--- config.mk ---
export PLATFORM = sky130hd
export DESIGN_NAME = instr_mem_arbiter_flat
export DESIGN_NICKNAME = d
export VERILOG_FILES = /design/src/rtl/instr_mem_arbiter_pkg.sv /design/src/rtl/instr_mem_arbiter_if.sv /design/src/rtl/instr_mem_arbiter_id_fifo.sv /design/src/rtl/instr_mem_arbiter.sv /design/src/flat_wrapper.sv
export SDC_FILE = /design/constraint.sdc
export NUM_CORES = 1
export LEC_CHECK = 0
export ABC_AREA = 1
export CORE_UTILIZATION = 31
export DETAILED_ROUTE_END_ITERATION = 7
export HOLD_SLACK_MARGIN = 0.03
export PLACE_DENSITY_LB_ADDON = 0.2
export SETUP_SLACK_MARGIN = 0.5
export SYNTH_ARGS = -nofsm -noshare
export SYNTH_HDL_FRONTEND = slang
export SYNTH_SLANG_ARGS = --single-unit
--- constraint.sdc ---
create_clock -name clk -period 3.1 [get_ports clk]
set_input_delay 0.465 -clock clk [delete_from_list [all_inputs] [get_ports clk]]
set_output_delay 0.465 -clock clk [all_outputs]
set_load 0.01 [all_outputs]
--- src/rtl/instr_mem_arbiter_pkg.sv ---
// Shared types and default widths for the instruction-memory arbiter.
package instr_mem_arbiter_pkg;

    localparam int DEFAULT_ADDR_WIDTH      = 32;
    localparam int DEFAULT_DATA_WIDTH      = 32;
    localparam int DEFAULT_MAX_OUTSTANDING = 2;

    // Identifies which fetch master owns a transaction: 0 = IF stage, 1 = trace/debug.
    typedef logic master_id_t;

    // IDLE: free to pick a requester; LOCKED: a request is waiting for mem grant.
    typedef enum logic {
        IDLE,
        LOCKED
    } arb_state_t;

    // Round-robin helper: the master that gets priority after m is served.
    function automatic master_id_t other_master(master_id_t m);
        return ~m;
    endfunction

endpackage

--- src/rtl/instr_mem_arbiter_if.sv ---
// req/gnt/rvalid instruction-fetch bus. "master" issues requests,
// "slave" answers them.
interface instr_mem_arbiter_if #(
    parameter int ADDR_WIDTH = 32,
    parameter int DATA_WIDTH = 32
);
    logic                  req;
    logic [ADDR_WIDTH-1:0] addr;
    logic                  gnt;
    logic                  rvalid;
    logic [DATA_WIDTH-1:0] rdata;

    modport master (output req, output addr, input gnt, input rvalid, input rdata);
    modport slave  (input req, input addr, output gnt, output rvalid, output rdata);
endinterface

--- src/rtl/instr_mem_arbiter_id_fifo.sv ---
// Small in-order FIFO of master IDs for granted-but-unanswered fetches.
// The head is read combinationally so a response can be routed in the
// same cycle its rvalid arrives. Push and pop in one cycle are legal,
// including when full (the slot being freed is the slot being written).
module arb_id_fifo #(
    parameter int WIDTH = 1,
    parameter int DEPTH = 2
) (
    input  logic                   clk,
    input  logic                   rst,
    input  logic                   push,
    input  logic                   pop,
    input  logic [WIDTH-1:0]       din,
    output logic [WIDTH-1:0]       dout,
    output logic [$clog2(DEPTH):0] count,
    output logic                   full,
    output logic                   empty
);
    localparam int PTR_W = (DEPTH > 1) ? $clog2(DEPTH) : 1;
    localparam int CNT_W = $clog2(DEPTH) + 1;

    logic [WIDTH-1:0] mem_reg [DEPTH];
    logic [PTR_W-1:0] wr_ptr_reg;
    logic [PTR_W-1:0] rd_ptr_reg;
    logic [CNT_W-1:0] count_reg;
    logic             do_push;
    logic             do_pop;

    // Pointers wrap modulo DEPTH; DEPTH is a power of two, so natural overflow does it.
    function automatic logic [PTR_W-1:0] ptr_inc(logic [PTR_W-1:0] p);
        if (DEPTH == 1) begin
            return '0;
        end
        return p + PTR_W'(1);
    endfunction

    assign full    = (count_reg == CNT_W'(DEPTH));
    assign empty   = (count_reg == '0);
    assign count   = count_reg;
    assign dout    = mem_reg[rd_ptr_reg];
    // Overflow/underflow requests are dropped so the count stays within 0..DEPTH.
    assign do_push = push && (!full || pop);
    assign do_pop  = pop && !empty;

    // Storage array: no reset so it maps onto plain RAM/LUT storage.
    always_ff @(posedge clk) begin
        if (do_push) begin
            mem_reg[wr_ptr_reg] <= din;
        end
    end

    // Pointer and occupancy bookkeeping.
    always_ff @(posedge clk) begin
        if (rst) begin
            wr_ptr_reg <= '0;
            rd_ptr_reg <= '0;
            count_reg  <= '0;
        end else begin
            if (do_push) begin
                wr_ptr_reg <= ptr_inc(wr_ptr_reg);
            end
            if (do_pop) begin
                rd_ptr_reg <= ptr_inc(rd_ptr_reg);
            end
            case ({do_push, do_pop})
                2'b10:   count_reg <= count_reg + CNT_W'(1);
                2'b01:   count_reg <= count_reg - CNT_W'(1);
                default: count_reg <= count_reg;
            endcase
        end
    end

endmodule

--- src/rtl/instr_mem_arbiter.sv ---
// Two-master round-robin arbiter in front of the instruction memory.
// The request path is purely combinational (zero added latency); the FSM
// only remembers a waiting selection, the RR pointer and the sticky error.
// An ID FIFO returns each in-order response to the master that issued it.
module instr_mem_arbiter
    import instr_mem_arbiter_pkg::*;
#(
    parameter int ADDR_WIDTH      = DEFAULT_ADDR_WIDTH,
    parameter int DATA_WIDTH      = DEFAULT_DATA_WIDTH,
    parameter int MAX_OUTSTANDING = DEFAULT_MAX_OUTSTANDING
) (
    input  logic                             clk,
    input  logic                             rst,
    instr_mem_arbiter_if.slave               m0,
    instr_mem_arbiter_if.slave               m1,
    instr_mem_arbiter_if.master              mem,
    output logic [$clog2(MAX_OUTSTANDING):0] outstanding_o,
    output logic                             err_o
);
    arb_state_t state_reg;
    master_id_t ptr_reg;
    master_id_t lock_sel_reg;
    logic       err_reg;

    master_id_t sel;
    logic       sel_req;
    logic       stall;
    logic       req_c;
    logic       grant;
    logic       pop;

    master_id_t                      head_id;
    logic [$clog2(MAX_OUTSTANDING):0] fifo_count;
    logic                            fifo_full;
    logic                            fifo_empty;

    // Selection and request gating. A pending response frees a slot this
    // cycle, so a full FIFO only stalls when no rvalid is arriving.
    always_comb begin
        stall = fifo_full && !mem.rvalid;
        if (state_reg == LOCKED) begin
            sel = lock_sel_reg;
        end else if (m0.req && m1.req) begin
            sel = ptr_reg;
        end else if (m1.req) begin
            sel = 1'b1;
        end else begin
            sel = 1'b0;
        end
        sel_req = sel ? m1.req : m0.req;
        req_c   = !rst && !stall && sel_req;
        grant   = req_c && mem.gnt;
        pop     = !rst && mem.rvalid && !fifo_empty;
    end

    assign mem.req   = req_c;
    assign mem.addr  = req_c ? (sel ? m1.addr : m0.addr) : '0;

    assign m0.gnt    = grant && (sel == 1'b0);
    assign m1.gnt    = grant && (sel == 1'b1);

    // Responses go to the FIFO head; unmatched rvalids are dropped here.
    assign m0.rvalid = pop && (head_id == 1'b0);
    assign m1.rvalid = pop && (head_id == 1'b1);
    assign m0.rdata  = m0.rvalid ? mem.rdata : '0;
    assign m1.rdata  = m1.rvalid ? mem.rdata : '0;

    assign outstanding_o = fifo_count;
    assign err_o         = err_reg;

    arb_id_fifo #(
        .WIDTH ($bits(master_id_t)),
        .DEPTH (MAX_OUTSTANDING)
    ) u_id_fifo (
        .clk   (clk),
        .rst   (rst),
        .push  (grant),
        .pop   (pop),
        .din   (sel),
        .dout  (head_id),
        .count (fifo_count),
        .full  (fifo_full),
        .empty (fifo_empty)
    );

    // Arbitration FSM: holds a waiting selection, advances the RR pointer
    // on each accepted grant and latches protocol errors until reset.
    always_ff @(posedge clk) begin
        if (rst) begin
            state_reg    <= IDLE;
            ptr_reg      <= 1'b0;
            lock_sel_reg <= 1'b0;
            err_reg      <= 1'b0;
        end else begin
            if (grant) begin
                ptr_reg <= other_master(sel);
            end
            if (mem.rvalid && fifo_empty) begin
                err_reg <= 1'b1;
            end
            case (state_reg)
                IDLE: begin
                    if (req_c && !mem.gnt) begin
                        state_reg    <= LOCKED;
                        lock_sel_reg <= sel;
                    end
                end
                LOCKED: begin
                    if (!sel_req) begin
                        // Withdrawn request: abandon it without queueing an ID.
                        err_reg   <= 1'b1;
                        state_reg <= IDLE;
                    end else if (mem.gnt) begin
                        state_reg <= IDLE;
                    end
                end
                default: state_reg <= IDLE;
            endcase
        end
    end

endmodule

--- src/flat_wrapper.sv ---
// flat-port wrapper written by rule: the top's interface ports become plain ports
module instr_mem_arbiter_flat import instr_mem_arbiter_pkg::*;
#(
    parameter int ADDR_WIDTH      = DEFAULT_ADDR_WIDTH,
    parameter int DATA_WIDTH      = DEFAULT_DATA_WIDTH,
    parameter int MAX_OUTSTANDING = DEFAULT_MAX_OUTSTANDING
)
  (clk, rst, outstanding_o, err_o, m0_req, m0_addr, m0_gnt, m0_rvalid, m0_rdata, m1_req, m1_addr, m1_gnt, m1_rvalid, m1_rdata, mem_req, mem_addr, mem_gnt, mem_rvalid, mem_rdata);
  instr_mem_arbiter_if #(.ADDR_WIDTH(ADDR_WIDTH), .DATA_WIDTH(DATA_WIDTH)) m0_i ();
  instr_mem_arbiter_if #(.ADDR_WIDTH(ADDR_WIDTH), .DATA_WIDTH(DATA_WIDTH)) m1_i ();
  instr_mem_arbiter_if #(.ADDR_WIDTH(ADDR_WIDTH), .DATA_WIDTH(DATA_WIDTH)) mem_i ();
  input  logic clk;
  input  logic rst;
  output logic [$clog2(MAX_OUTSTANDING):0] outstanding_o;
  output logic err_o;
  input wire logic [$bits(m0_i.req)-1:0] m0_req;
  input wire logic [$bits(m0_i.addr)-1:0] m0_addr;
  output wire logic [$bits(m0_i.gnt)-1:0] m0_gnt;
  output wire logic [$bits(m0_i.rvalid)-1:0] m0_rvalid;
  output wire logic [$bits(m0_i.rdata)-1:0] m0_rdata;
  input wire logic [$bits(m1_i.req)-1:0] m1_req;
  input wire logic [$bits(m1_i.addr)-1:0] m1_addr;
  output wire logic [$bits(m1_i.gnt)-1:0] m1_gnt;
  output wire logic [$bits(m1_i.rvalid)-1:0] m1_rvalid;
  output wire logic [$bits(m1_i.rdata)-1:0] m1_rdata;
  output wire logic [$bits(mem_i.req)-1:0] mem_req;
  output wire logic [$bits(mem_i.addr)-1:0] mem_addr;
  input wire logic [$bits(mem_i.gnt)-1:0] mem_gnt;
  input wire logic [$bits(mem_i.rvalid)-1:0] mem_rvalid;
  input wire logic [$bits(mem_i.rdata)-1:0] mem_rdata;
  assign m0_i.req = m0_req;
  assign m0_i.addr = m0_addr;
  assign m0_gnt = m0_i.gnt;
  assign m0_rvalid = m0_i.rvalid;
  assign m0_rdata = m0_i.rdata;
  assign m1_i.req = m1_req;
  assign m1_i.addr = m1_addr;
  assign m1_gnt = m1_i.gnt;
  assign m1_rvalid = m1_i.rvalid;
  assign m1_rdata = m1_i.rdata;
  assign mem_req = mem_i.req;
  assign mem_addr = mem_i.addr;
  assign mem_i.gnt = mem_gnt;
  assign mem_i.rvalid = mem_rvalid;
  assign mem_i.rdata = mem_rdata;
  instr_mem_arbiter #(.ADDR_WIDTH(ADDR_WIDTH), .DATA_WIDTH(DATA_WIDTH), .MAX_OUTSTANDING(MAX_OUTSTANDING)) u_core (.clk(clk), .rst(rst), .m0(m0_i), .m1(m1_i), .mem(mem_i), .outstanding_o(outstanding_o), .err_o(err_o));
endmodule
Yosys cells after proc, flatten, opt, wreduce, memory -nomap -nowiden
Memories as Yosys holds them, arrays and structs flattened. A register that Yosys moved wholly into a read port is not among the register bits.
Cells that the tools add are included.
{"block": "totals", "ff_bits": 8, "mem_bits_rw": 2, "inputBits": 102, "out_inout_bits": 104, "elab_cells": 63, "memories": 1}
{"block": "classes", "n_addsub": 4, "eq_ne": 3, "n_mux": 20, "bitwise": 3, "n_reduce_logical": 25}
{"name": "u_core.u_id_fifo.mem_reg", "words": 2, "width": 1, "rd": 1, "rd_clocked_by_memory_dff": 1, "write_ports": 1, "line": "instr_mem_arbiter_id_fifo.sv:22", "rtl": "logic [WIDTH-1:0] mem_reg [DEPTH];"}
{"cell": "$mux 32", "n": 4}
{"cell": "$logic_and 1x1->1", "n": 15}
{"cell": "$mux 1", "n": 14}
{"cell": "$logic_not 1->1", "n": 6}
{"cell": "$eq 2x2->1 const B", "n": 2}
{"cell": "$pmux 2 s2", "n": 1}
{"cell": "$not 1->1", "n": 3}
{"cell": "$add 1x1->1 const B", "n": 2}
{"cell": "$add 2x1->2 const B", "n": 1}
{"cell": "$eq 2x1->1 const B", "n": 1}
{"cell": "$logic_not 2->1", "n": 1}
{"cell": "$pmux 1 s2", "n": 1}
{"cell": "$reduce_and 2->1", "n": 1}
{"cell": "$reduce_bool 2->1", "n": 1}
{"cell": "$sub 2x1->2 const B", "n": 1}
{"cell": "$logic_or 1x1->1", "n": 1}

Logic depth before layout (Yosys ltp)
{"block": "logic_depth", "depth_word": 9, "depth_mapped": 10, "mapped_depth_nobuf": 10}

By module
Synthesis repeated with hierarchy kept, for this count alone.
{"block": "hier_totals", "hier_cells": 298, "hier_area_um2": 1660.3}
{"mod": "instr_mem_arbiter", "n_inst": 1, "cells_per_inst": 256, "area_each_um2": 1322.5, "seq_area_each_um2": 80.1}
{"mod": "arb_id_fifo", "n_inst": 1, "cells_per_inst": 42, "area_each_um2": 337.8, "seq_area_each_um2": 160.2}

Worst setup path after synthesis
No wires, ideal clock.
{"block": "synth_path", "path_type": "input-to-output", "from": "input port mem_rvalid", "to": "output port m1_rdata[10]", "arrival_ns": 1.283, "t_required_ns": 2.635, "slack_ns": 1.352, "path_stages": 9, "path_buffers": 1, "path_cell_list": "inv_1 -> nor2_2 -> inv_2 -> nor2_4 -> inv_4 -> nor2_8 -> inv_4 -> buf_12 -> nor2_2"}
{"block": "synth_between", "elab_chain_cells": 4}
{"item": "start: declaration", "line": "flat_wrapper.sv:29", "rtl": "input wire logic [$bits(mem_i.rvalid)-1:0] mem_rvalid;"}
{"item": "$logic_and 1x1->1 (2 in a row)", "line": "instr_mem_arbiter.sv:53", "rtl": "pop = !rst && mem.rvalid && !fifo_empty;"}
{"item": "$logic_and 1x1->1", "line": "instr_mem_arbiter.sv:64", "rtl": "assign m1.rvalid = pop && (head_id == 1'b1);"}
{"item": "named net m1_rvalid", "line": "flat_wrapper.sv:24", "rtl": "output wire logic [$bits(m1_i.rvalid)-1:0] m1_rvalid;"}
{"item": "$mux 32", "line": "instr_mem_arbiter.sv:66", "rtl": "assign m1.rdata = m1.rvalid ? mem.rdata : '0;"}
{"item": "end: declaration", "line": "flat_wrapper.sv:25", "rtl": "output wire logic [$bits(m1_i.rdata)-1:0] m1_rdata;"}
The timed path passes the listed nets, and every way through them passes these cells.

Worst setup path in the final report
{"block": "layout_path", "from": "input port mem_rvalid", "to": "output port m1_rdata[30]"}
{"block": "layout_between", "elab_chain_cells": 4}
{"item": "$logic_and 1x1->1 (2 in a row)", "line": "instr_mem_arbiter.sv:53"}
{"item": "$logic_and 1x1->1", "line": "instr_mem_arbiter.sv:64"}
{"item": "$mux 32", "line": "instr_mem_arbiter.sv:66"}
Every way passes these cells.

==> key figures <==
Clock network
  – Clk_lat worst skew: 0.23 ns
  – H-tree depth: 1
  – Clock transition at path regs: 0.05 ns
  – Inserted Clock Buffers: 3
  – Clk root buf: clkbuf_8
  – CTS tree: built
  – Clock sink count: 11
  – Clock tree buffer depth: 2

Final layout
  – Post-route cell area: 0.003954 mm^2
  – Storage element area: 240.2 um^2
  – Layout cell share with drive strength beyond 1: 28.17%
  – Area Growth Syn to Fin: 106.3%
  – Diodes inserted: 0
  – Multi-input logic area: 0.001316 mm^2
  – Final Net Count: 601
  – FILL cells: 565

Logic synthesis
  – Warnings from Yosys: 0
  – Post-synthesis xor/xnor area fraction: 0%
  – Largest family of logic cells by synthesized area: simple AND/OR/NAND/NOR gates
  – Mean post-synth cell area: 6.633 um^2
  – Post-synthesis compound-gate area fraction: 13.12%
  – Synth Area in Adders: 0.6527%
  – Post-synthesis mux area share: 0%
  – Cells after Synth: 289
  – Synthesized flop and latch total: 11
  – Post-Synth Simple-Gate Area: 54.50%
  – Seq/Total Area, Yosys: 12.53%
  – Post-Syn Nets: 392
  – Synth unique cells: 29
  – Netlist Area Pre-Place: 0.001917 mm^2

Critical path
  – Crit path launch type: primary input
  – CP cell instances: clkdlybuf4s50_1 > inv_1 > nor2_2 > inv_2 > nor2_4 > inv_4 > nor2_8 > inv_16 > nor2_2 > clkdlybuf4s50_1
  – Worst path slowest cell: clkdlybuf4s50_1
  – Crit path capture type: output port
  – WP data arrival: 2.25 ns
  – Required @ worst endpoint: 2.63 ns
  – Crit Path Class: in -> out
  – Worst Path Max Fanout: 16
  – Slowest stage delay, CP: 0.53 ns

Timing
  – Final hold violations: 0
  – Final worst path period share: 87.63%
  – Min Tclk post-route: 2.717 ns
  – Least-Margin Pin Slew: 0.2714 ns
  – Setup_tns: 0 ns
  – Clock skew: 0.0009813 ns
  – Max-slew headroom: 81.86%
  – Slew Limit Fails: 0
  – Final Setup Violations: 0
  – RSZ-0062 raised after global routing: true
  – Achievable clock frequency: 368.1 MHz

Drt
  – Initial DRC count: 45
  – Drt drc: 0
  – WL per Instance: 12.86 um
  – Antenna-violating nets left: 0
  – Via density: 4.453
  – Final wirelength: 7358 um
  – Vias: 2,547
  – Pre-antenna DRT Iters: 4

Global route
  – Gr busiest metal: met2
  – Largest net degree at the start of global routing: 34
  – Met1 Resource Use GR: 22.80%
  – Met3 Use GR: 5.114%
  – Met2 GRT Util: 41.19%
  – GRT Resource Usage Total: 21.13%
  – First-pass GRT wire length: 10,720 um
  – Grt ovf: 0
  – Vias in the first global route: 2,309
  – Initial antenna violation count: 0

Die
  – Core region area: 0.005956 mm^2
  – Row count: 28
  – Die Span X: 80.64 um
  – Die Area: 0.006502 mm^2
  – Initial Util: 32.18%
  – IO Pins: 206
  – Die H: 80.64 um

Min path
  – Hold WC Path Type: reg -> reg

Placed design
  – DP HPWL: 5910 um
  – Port bufs: 205
  – DP Area: 0.003960 mm^2
  – GPL Wtd Cong: 0.7964

Power and ir drop
  – PwrDens: 190.0 mW/mm^2
  – Max VDD drop: 159.5 uV
  – Design Power: 751.2 uW
  – Sw frac: 36.24%
  – Combinational share of power: 59.0%
  – Internal power: 479.0 uW
  – Switch Pwr: 272.2 uW
  – Clock share of power: 19.2%
  – LEAKAGE: 2.189 nW
  – Register share of total power: 21.7%

Run
  – Number of max-cap violations: 0

Status
  – Outcome: complete, no violations
-- worst max-delay path, delay by kind of cell --
kind / cells / cell delay, ns
simple gates: 4 / 0.49
buf+inv: 6 / 1.29
-- power groups by stage --
stage                     logic, mW  registers (mW)  clock network, mW
final                         0.443           0.163              0.145
after floorplan               0.207           0.167                  0
after global routing          0.480           0.164              0.155
after CTS                     0.448           0.163              0.145
after detailed placement      0.458           0.166                  0
after global placement        0.452           0.166                  0
-- layout make-up --
class                   count  share of cell area, %
inverters                  50                  5.696
multi-input cells         213                  33.29
clock buffers               4                  1.139
repair inverters            2                 0.7278
repair buffers            217                  50.70
flip-flops and latches     11                  6.076
well taps                  75                  2.373
-- synthesized netlist by cell type --
master | count | area [um^2]
nor2_4 | 32 | 360.4
buf_2 | 5 | 25.02
nand2_4 | 1 | 11.26
nand3_4 | 1 | 17.52
nor2_8 | 2 | 40.04
nor2_1 | 17 | 63.81
inv_2 | 2 | 7.510
inv_4 | 3 | 18.77
o21ai_2 | 1 | 8.760
dfxtp_1 | 9 | 180.2
a21oi_2 | 10 | 87.58
nand3_1 | 2 | 10.01
inv_1 | 45 | 168.9
nand4_4 | 1 | 21.27
nand3_2 | 1 | 10.01
nand2_2 | 1 | 6.260
nand2_1 | 78 | 292.8
a21oi_1 | 29 | 145.1
edfxtp_1 | 2 | 60.06
nor2_2 | 31 | 193.9
buf_6 | 4 | 45.04
nand4_1 | 1 | 6.260
buf_12 | 4 | 80.08
buf_4 | 1 | 7.510
nor3_1 | 1 | 5.000
buf_8 | 1 | 15.01
ha_1 | 1 | 12.51
o21ai_0 | 2 | 10.01
and3_1 | 1 | 6.260
-- worst paths after layout --
kind | start | endpoint | slack (ns) | depth (start not counted)
worst min register to register | u_core.u_id_fifo.rd_ptr_reg$_SDFFE_PP0P_ | flop | 0.48 | 2
worst min-delay path | u_core.u_id_fifo.rd_ptr_reg$_SDFFE_PP0P_ | flop | 0.48 | 2
worst max-delay path | mem_rvalid | m1_rdata[30] | 0.38 | 10
worst max register to register | u_core.u_id_fifo.count[0]$_SDFFE_PP0P_ | u_core.u_id_fifo.count[1]$_SDFFE_PP0P_ | 1.33 | 9
-- through the flow --
step	setup WS [ns]	cells	hold slack, ns	util [%]
floorplan	1.352	289	0.4474	-
global placement	0.2075	560	0.4583	66.49
detailed placement	0.1860	560	0.4702	66.49
CTS	0.3355	570	0.4747	67.35
global route	0.3038	572	0.4996	66.39
finish	0.3835	572	0.4755	66.39
-- kinds of logic (layout without fill, tap and decap cells) --
| kind of cell | count (synthesis) | in the layout |
|---|---|---|
| buf+inv | 65 | 273 |
| compound gates | 42 | 42 |
| flops | 11 | 11 |
| simple gates | 170 | 170 |
| fa+ha+maj | 1 | 1 |
-- layout by cell type (no fill, tap or decap), types with 13 or more instances in the layout --
cell	n
a21oi_1	29
clkbuf_2	35
clkdlybuf4s50_1	105
dlygate4sd2_1	47
dlymetal6s2s_1	13
inv_1	44
nand2_1	78
nor2_1	17
nor2_2	31
nor2_4	32
-- timing repair --
| action | 4_1_cts | 5_1_grt |
|---|---|---|
| resized for setup | 99 | 97 |
| buffers inserted | 3 | 2 |
| endpoints found under the setup margin | 99 | 62 |
| gates cloned | 3 | 0 |
| pin swaps | 0 | 2 |
| hold buffers | 0 | 0 |
-- per-layer routing --
metal	vias to the layer above	wire (um)	part of all wire (%)
met5	-	0	0
met3	6	709	9.6
met1	1131	2627	36
met2	126	3951	54
li1	1284	-	-
met4	0	70	0.95
No activity file was read; power rests on OpenSTA's default activity.
